### src/rtl/wallet_feature_accum_pkg.sv
// rtl/wallet_feature_accum_pkg.sv - shared types and defaults for the wallet feature path
package wallet_feature_accum_pkg;

   localparam int TS_W_D  = 10;
   localparam int VAL_W_D = 30;
   localparam int CNT_W_D = 7;
   localparam int SUM_W_D = 64;

   localparam logic [1:0] METHOD_FLAG = 2'b11;

   typedef enum logic [1:0] {
      ST_IDLE  = 2'd0,
      ST_ACCUM = 2'd1,
      ST_EMIT  = 2'd2
   } state_t;

   // Record handed to the scoring stage, laid out at the default widths
   typedef struct packed {
      logic [CNT_W_D-1:0] tx_count;
      logic [CNT_W_D-1:0] in_count;
      logic [CNT_W_D-1:0] method_count;
      logic               method_seen;
      logic [SUM_W_D-1:0] value_sum;
      logic [TS_W_D-1:0]  start_time;
      logic [TS_W_D-1:0]  end_time;
      logic [TS_W_D-1:0]  span;
      logic               sat;
   } feat_rec_t;

endpackage

### src/rtl/wallet_feature_accum_sat_counter.sv
// rtl/wallet_feature_accum_sat_counter.sv - loadable counter that sticks at all-ones
module sat_counter #(
   parameter int W = 7
) (
   input  logic         clk,
   input  logic         rst_n,
   input  logic         i_load,
   input  logic         i_inc,
   input  logic [W-1:0] i_load_val,
   output logic [W-1:0] o_count_nxt,
   output logic         o_sat
);

   localparam logic [W-1:0] MAX = '1;

   logic [W-1:0] r_count;

   // Next value is exported so the owner can freeze it on the same edge it is written
   always_comb begin
      o_count_nxt = r_count;
      o_sat       = 1'b0;
      if (i_load) begin
         o_count_nxt = i_load_val;
      end else if (i_inc) begin
         if (r_count == MAX) begin
            o_sat = 1'b1;
         end else begin
            o_count_nxt = r_count + 1'b1;
         end
      end
   end

   always_ff @(posedge clk or negedge rst_n) begin
      if (!rst_n) begin
         r_count <= '0;
      end else begin
         r_count <= o_count_nxt;
      end
   end

endmodule

### src/rtl/wallet_feature_accum.sv
// rtl/wallet_feature_accum.sv - per-wallet statistics accumulator feeding the scorer
module wallet_feature_accum
   import wallet_feature_accum_pkg::*;
#(
   parameter int TS_W  = TS_W_D,
   parameter int VAL_W = VAL_W_D,
   parameter int CNT_W = CNT_W_D,
   parameter int SUM_W = SUM_W_D
) (
   input  logic             clk,
   input  logic             rst_n,
   input  logic             tx_valid,
   output logic             tx_ready,
   input  logic             tx_last,
   input  logic [TS_W-1:0]  time_stamp,
   input  logic             in,
   input  logic [1:0]       method_field,
   input  logic [VAL_W-1:0] value,
   output logic             feat_valid,
   input  logic             feat_ready,
   output logic [CNT_W-1:0] feat_tx_count,
   output logic [CNT_W-1:0] feat_in_count,
   output logic [CNT_W-1:0] feat_method_count,
   output logic             feat_method_seen,
   output logic [SUM_W-1:0] feat_value_sum,
   output logic [TS_W-1:0]  feat_start_time,
   output logic [TS_W-1:0]  feat_end_time,
   output logic [TS_W-1:0]  feat_span,
   output logic             feat_sat
);

   state_t r_state;
   state_t w_state_nxt;

   logic             w_accept;
   logic             w_first;
   logic             w_more;
   logic             w_hit;
   logic             w_emit_entry;

   logic [CNT_W-1:0] w_tx_nxt;
   logic [CNT_W-1:0] w_in_nxt;
   logic [CNT_W-1:0] w_meth_nxt;
   logic             w_tx_sat;
   logic             w_in_sat;
   logic             w_meth_sat;

   logic             r_seen;
   logic             w_seen_nxt;
   logic [SUM_W-1:0] r_sum;
   logic [SUM_W-1:0] w_sum_nxt;
   logic [SUM_W:0]   w_sum_add;
   logic             w_sum_sat;
   logic [TS_W-1:0]  r_start;
   logic [TS_W-1:0]  w_start_nxt;
   logic [TS_W-1:0]  r_end;
   logic [TS_W-1:0]  w_end_nxt;
   logic             r_sat;
   logic             w_sat_nxt;

   // Ready is forced low while reset is held so nothing upstream sees a phantom accept
   assign tx_ready     = rst_n && ((r_state == ST_IDLE) || (r_state == ST_ACCUM));
   assign feat_valid   = (r_state == ST_EMIT);
   assign w_accept     = tx_valid && tx_ready;
   assign w_first      = w_accept && (r_state == ST_IDLE);
   assign w_more       = w_accept && (r_state == ST_ACCUM);
   assign w_hit        = (method_field == METHOD_FLAG);
   assign w_emit_entry = w_accept && tx_last;

   always_ff @(posedge clk or negedge rst_n) begin
      if (!rst_n) begin
         r_state <= ST_IDLE;
      end else begin
         r_state <= w_state_nxt;
      end
   end

   always_comb begin
      w_state_nxt = r_state;
      case (r_state)
         ST_IDLE: begin
            if (w_accept) begin
               w_state_nxt = tx_last ? ST_EMIT : ST_ACCUM;
            end
         end
         ST_ACCUM: begin
            if (w_accept && tx_last) begin
               w_state_nxt = ST_EMIT;
            end
         end
         ST_EMIT: begin
            if (feat_ready) begin
               w_state_nxt = ST_IDLE;
            end
         end
         default: w_state_nxt = ST_IDLE;
      endcase
   end

   sat_counter #(.W(CNT_W)) u_tx_cnt (
      .clk         (clk),
      .rst_n       (rst_n),
      .i_load      (w_first),
      .i_inc       (w_more),
      .i_load_val  (CNT_W'(1)),
      .o_count_nxt (w_tx_nxt),
      .o_sat       (w_tx_sat)
   );

   sat_counter #(.W(CNT_W)) u_in_cnt (
      .clk         (clk),
      .rst_n       (rst_n),
      .i_load      (w_first),
      .i_inc       (w_more && in),
      .i_load_val  (CNT_W'(in)),
      .o_count_nxt (w_in_nxt),
      .o_sat       (w_in_sat)
   );

   sat_counter #(.W(CNT_W)) u_meth_cnt (
      .clk         (clk),
      .rst_n       (rst_n),
      .i_load      (w_first),
      .i_inc       (w_more && w_hit),
      .i_load_val  (CNT_W'(w_hit)),
      .o_count_nxt (w_meth_nxt),
      .o_sat       (w_meth_sat)
   );

   // One extra bit catches the carry out of the value sum
   assign w_sum_add = {1'b0, r_sum} + (SUM_W+1)'(value);
   assign w_sum_sat = w_more && w_sum_add[SUM_W];

   always_comb begin
      w_seen_nxt  = r_seen;
      w_sum_nxt   = r_sum;
      w_start_nxt = r_start;
      w_end_nxt   = r_end;
      w_sat_nxt   = r_sat;
      if (w_first) begin
         w_seen_nxt  = w_hit;
         w_sum_nxt   = SUM_W'(value);
         w_start_nxt = time_stamp;
         w_end_nxt   = time_stamp;
         w_sat_nxt   = 1'b0;
      end else if (w_more) begin
         w_seen_nxt = r_seen | w_hit;
         w_sum_nxt  = w_sum_add[SUM_W] ? {SUM_W{1'b1}} : w_sum_add[SUM_W-1:0];
         w_end_nxt  = time_stamp;
         w_sat_nxt  = r_sat | w_tx_sat | w_in_sat | w_meth_sat | w_sum_sat;
      end
   end

   always_ff @(posedge clk or negedge rst_n) begin
      if (!rst_n) begin
         r_seen  <= 1'b0;
         r_sum   <= '0;
         r_start <= '0;
         r_end   <= '0;
         r_sat   <= 1'b0;
      end else begin
         r_seen  <= w_seen_nxt;
         r_sum   <= w_sum_nxt;
         r_start <= w_start_nxt;
         r_end   <= w_end_nxt;
         r_sat   <= w_sat_nxt;
      end
   end

   // The record freezes on the edge that accepts the last transaction
   always_ff @(posedge clk or negedge rst_n) begin
      if (!rst_n) begin
         feat_tx_count     <= '0;
         feat_in_count     <= '0;
         feat_method_count <= '0;
         feat_method_seen  <= 1'b0;
         feat_value_sum    <= '0;
         feat_start_time   <= '0;
         feat_end_time     <= '0;
         feat_span         <= '0;
         feat_sat          <= 1'b0;
      end else if (w_emit_entry) begin
         feat_tx_count     <= w_tx_nxt;
         feat_in_count     <= w_in_nxt;
         feat_method_count <= w_meth_nxt;
         feat_method_seen  <= w_seen_nxt;
         feat_value_sum    <= w_sum_nxt;
         feat_start_time   <= w_start_nxt;
         feat_end_time     <= w_end_nxt;
         feat_span         <= w_end_nxt - w_start_nxt;
         feat_sat          <= w_sat_nxt;
      end
   end

endmodule

### config.mk
export PLATFORM = sky130hd
export DESIGN_NAME = wallet_feature_accum
export DESIGN_NICKNAME = d
export VERILOG_FILES = /design/src/rtl/wallet_feature_accum_pkg.sv /design/src/rtl/wallet_feature_accum_sat_counter.sv /design/src/rtl/wallet_feature_accum.sv
export SDC_FILE = /design/constraint.sdc
export NUM_CORES = 1
export LEC_CHECK = 0
export BUFFER_PORTS_ARGS = -buffer_cell sky130_fd_sc_hd__buf_2
export CAP_MARGIN = 20
export CELL_PAD_IN_SITES_DETAIL_PLACEMENT = 1
export CELL_PAD_IN_SITES_GLOBAL_PLACEMENT = 1
export CORE_ASPECT_RATIO = 0.7
export CORE_MARGIN = 3
export CORE_UTILIZATION = 40
export CTS_CLUSTER_SIZE = 40
export DETAILED_ROUTE_END_ITERATION = 7
export PLACE_DENSITY_LB_ADDON = 0.1
export SYNTH_ARGS = -nofsm -noshare
export SYNTH_HDL_FRONTEND = slang
export SYNTH_SLANG_ARGS = --single-unit
### constraint.sdc
create_clock -name clk -period 3.35 [get_ports clk]
set_input_delay 0.8375 -clock clk [delete_from_list [all_inputs] [get_ports clk]]
set_output_delay 0.8375 -clock clk [all_outputs]
set_load 0.02 [all_outputs]
==> results.toml <==
[logic_synthesis]
synth_warnings = 0
syn-num-nets = 1408
ys.flop_type = "dfrtp_1"
synth_seq_cells = 226
syn_inst = 1317
synth.cell_area_um2 = 11800
avgSynthCellArea_um2 = 8.98
synth_cell_type_count = 66
ys_top_cells_by_area = "dfrtp_1 48%, nand2_1 8.6%, ha_1 4.3%"
yosysTopAreaCellShare_pct = 47.8
post-synth-top-area-cell = "dfrtp_1"
synth_edf_count = 0
synth.yosys.seq_area_share_pct = 47.8
async_flop_share_pct = 100

[critical_path]
end_kind = "flop"
reg2reg_depth = 11
crit_fanout = 9
cp.arrival_ns = 3.57
path_class = "in -> reg"
startpoint_type = "primary input"
r2r_start = "r_sum[10]$_DFF_PN0_"
timing.rr.end = "feat_value_sum[56]$_DFFE_PN0P_"
regToRegSetupSlack_ns = 0.23
crit_required_ns = 3.78

[power]
power.density_nw_per_um2 = 630
ir_worst_vdd_uv = 406
power_leakage_nw = 7.25

[clock_tree]
cts-resized-gates = 0
clkTransAtPathRegs_ns = 0.07
cts_root_buf = "clkbuf_16"
post_cts_buffers = 0
holdBufCountCts = 0
htree_levels = 1
cts_buffers = 23
insertion_delay_ns = 0.55
clockBufferDepth = 3
tritoncts = "built"
cts.sinks = 226

[timing]
tightest_slew_ns = 0.786
tns_ns = 0
max_freq_ghz = 0.319
drv_slew = 0
finClkSkew_ns = 0.0187
final.period_utilization_pct = 93.6
hold_violations = 0
post-route-min-period_ns = 3.13
maxSlewHeadroom_pct = 47.5
holdWs_ns = 0.0854
rsz0062_at_grt = "no"
setup_viol = 0

[layout]
num-fill-cells = 3458
fin_nets = 1684
most-common-layout-cells = "271 x nand2_1, 226 x dfrtp_1, 165 x buf_2, 152 x buf_4, 129 x nor2_1"
stdcell_area_um2 = 14900
layout_commonest_cell = "nand2_1"
final_core_util_pct = 51.3
drive_gt1_share_pct = 24.0
syn_to_final_growth_pct = 25.8

[floorplanning]
die_h_um = 150
rows = 52
ios = 167
fp.dieW_um = 212
coreArea_um2 = 29000
initial_core_util_pct = 40.8
die_area_um2 = 31700

[global_routing]
grt_pass1_vias = 11214
grt_start_max_net_pins = 141
grtUsageMet1_pct = 36.7
busiest_layer = "met2"
met2_usage_pct = 37.7
grt_pass1_wl_um = 62500
grt_usage_pct = 24.7
antenna_found_initial = 3
grt-ovfl-total = 0
grt_use_met3_pct = 4.76

[hold_path]
hold_path.class = "in -> async"

[drt]
drtPass1Iterations = 5
first_iter_violations = 581
wl_per_cell_um = 19.6
wl_um = 39100
vias = 10781
drcViolationCount = 0
detail-route-antenna-nets = 0
vias_per_cell = 5.42

[place]
place_area_um2 = 14100
hpwl_um = 29000
gp_congestion = 0.895
io_buffers = 166

[flow_run]
maxCapViolations = 0

[status]
outcome = "finished, final reports clean"
-- state kept, by name, summed over array words and instances, names as in the netlist --
name / cells
r_end: 10
feat_in_count: 7
feat_tx_count: 7
r_sat: 1
u_in_cnt.r_count: 7
feat_span: 10
r_start: 10
feat_start_time: 10
r_seen: 1
feat_sat: 1
u_meth_cnt.r_count: 7
feat_value_sum: 64
u_tx_cnt.r_count: 7
r_sum: 64
feat_end_time: 10
r_state: 2
feat_method_seen: 1
feat_method_count: 7
-- power by group --
part	switching (mW)	total, mW	internal, mW	leakage (nW)
registers	0.249	3.39	3.14	2.94
clock network	1.18	2.69	1.51	0.384
logic	1.93	3.30	1.37	3.93
total	3.36	9.38	6.02	7.25
-- synth_stat cells, drive strengths merged, types with 15 or more instances --
master  count
nand3      24
o31ai      46
mux2i      28
xor2       19
nand2     272
xnor2      39
nor2      130
nor3       28
buf        17
nand4      23
o21ai     120
dfrtp     226
inv        26
clkbuf     55
a21o       20
a21oi      58
a31oi      15
ha         41
-- area by class of cell --
class / count / area (µm²) / area share [%]
diodes: 2 / 5.00 / 0.0336
clock buffers: 32 / 679 / 4.56
clock inverters: 10 / 103 / 0.689
inverters: 26 / 97.6 / 0.656
multi-input cells: 993 / 5790 / 38.9
flip-flops and latches: 226 / 5660 / 38.0
well taps: 378 / 473 / 3.18
repair buffers: 323 / 2080 / 14.0
-- critical path: stages --
cell and delay [ns]:
buf_2 0.11, ha_1 0.41, nand4_2 0.14, buf_4 0.16
nor3_1 0.35, nand3_1 0.21, o311ai_4 0.15, a21oi_2 0.08
buf_4 0.18, or4_4 0.55, o31ai_2 0.24, o31ai_1 0.12
-- cells by family after synthesis --
family | after synthesis | share of synthesized area [%]
AND/OR/NAND/NOR | 524 | 19.0
AO/OA/AOI/OAI | 332 | 17.7
flip-flops | 226 | 47.8
buffers and inverters | 98 | 3.43
XOR/XNOR | 58 | 4.29
adder cells (fa/ha/maj) | 44 | 4.76
multiplexers | 35 | 3.04
-- routing by layer --
layer,share of wire (%),up-vias
met3,5.4,45
met4,1.7,2
li1,-,5176
met2,43,241
met5,0.036,-
met1,50,5317
-- metrics by stage --
step	total power, mW	worst slack (ns)	std cells
6_report	9.38	0.216	1990
5_1_grt	9.95	0.0427	1989
4_1_cts	9.45	0.238	1988
3_5_place_dp	6.71	-0.316	1946
3_3_place_gp	6.63	-0.246	1946
2_1_floorplan	5.26	0.0177	1317
-- worst max path at each step --
stage	start	to	slack [ns]	cells past startpoint
after floorplan	tx_valid	feat_span[8]$_DFFE_PN0P_	0.02	16
after global placement	value[10]	feat_value_sum[56]$_DFFE_PN0P_	-0.25	12
after detailed placement	value[0]	feat_value_sum[46]$_DFFE_PN0P_	-0.32	12
after CTS	r_sum[0]$_DFF_PN0_	feat_value_sum[46]$_DFFE_PN0P_	0.24	11
after global routing	r_state[1]$_DFFE_PN0P_	feat_span[7]$_DFFE_PN0P_	0.04	12
final	value[10]	feat_value_sum[56]$_DFFE_PN0P_	0.22	12
(Power assumes the default switching activity.)
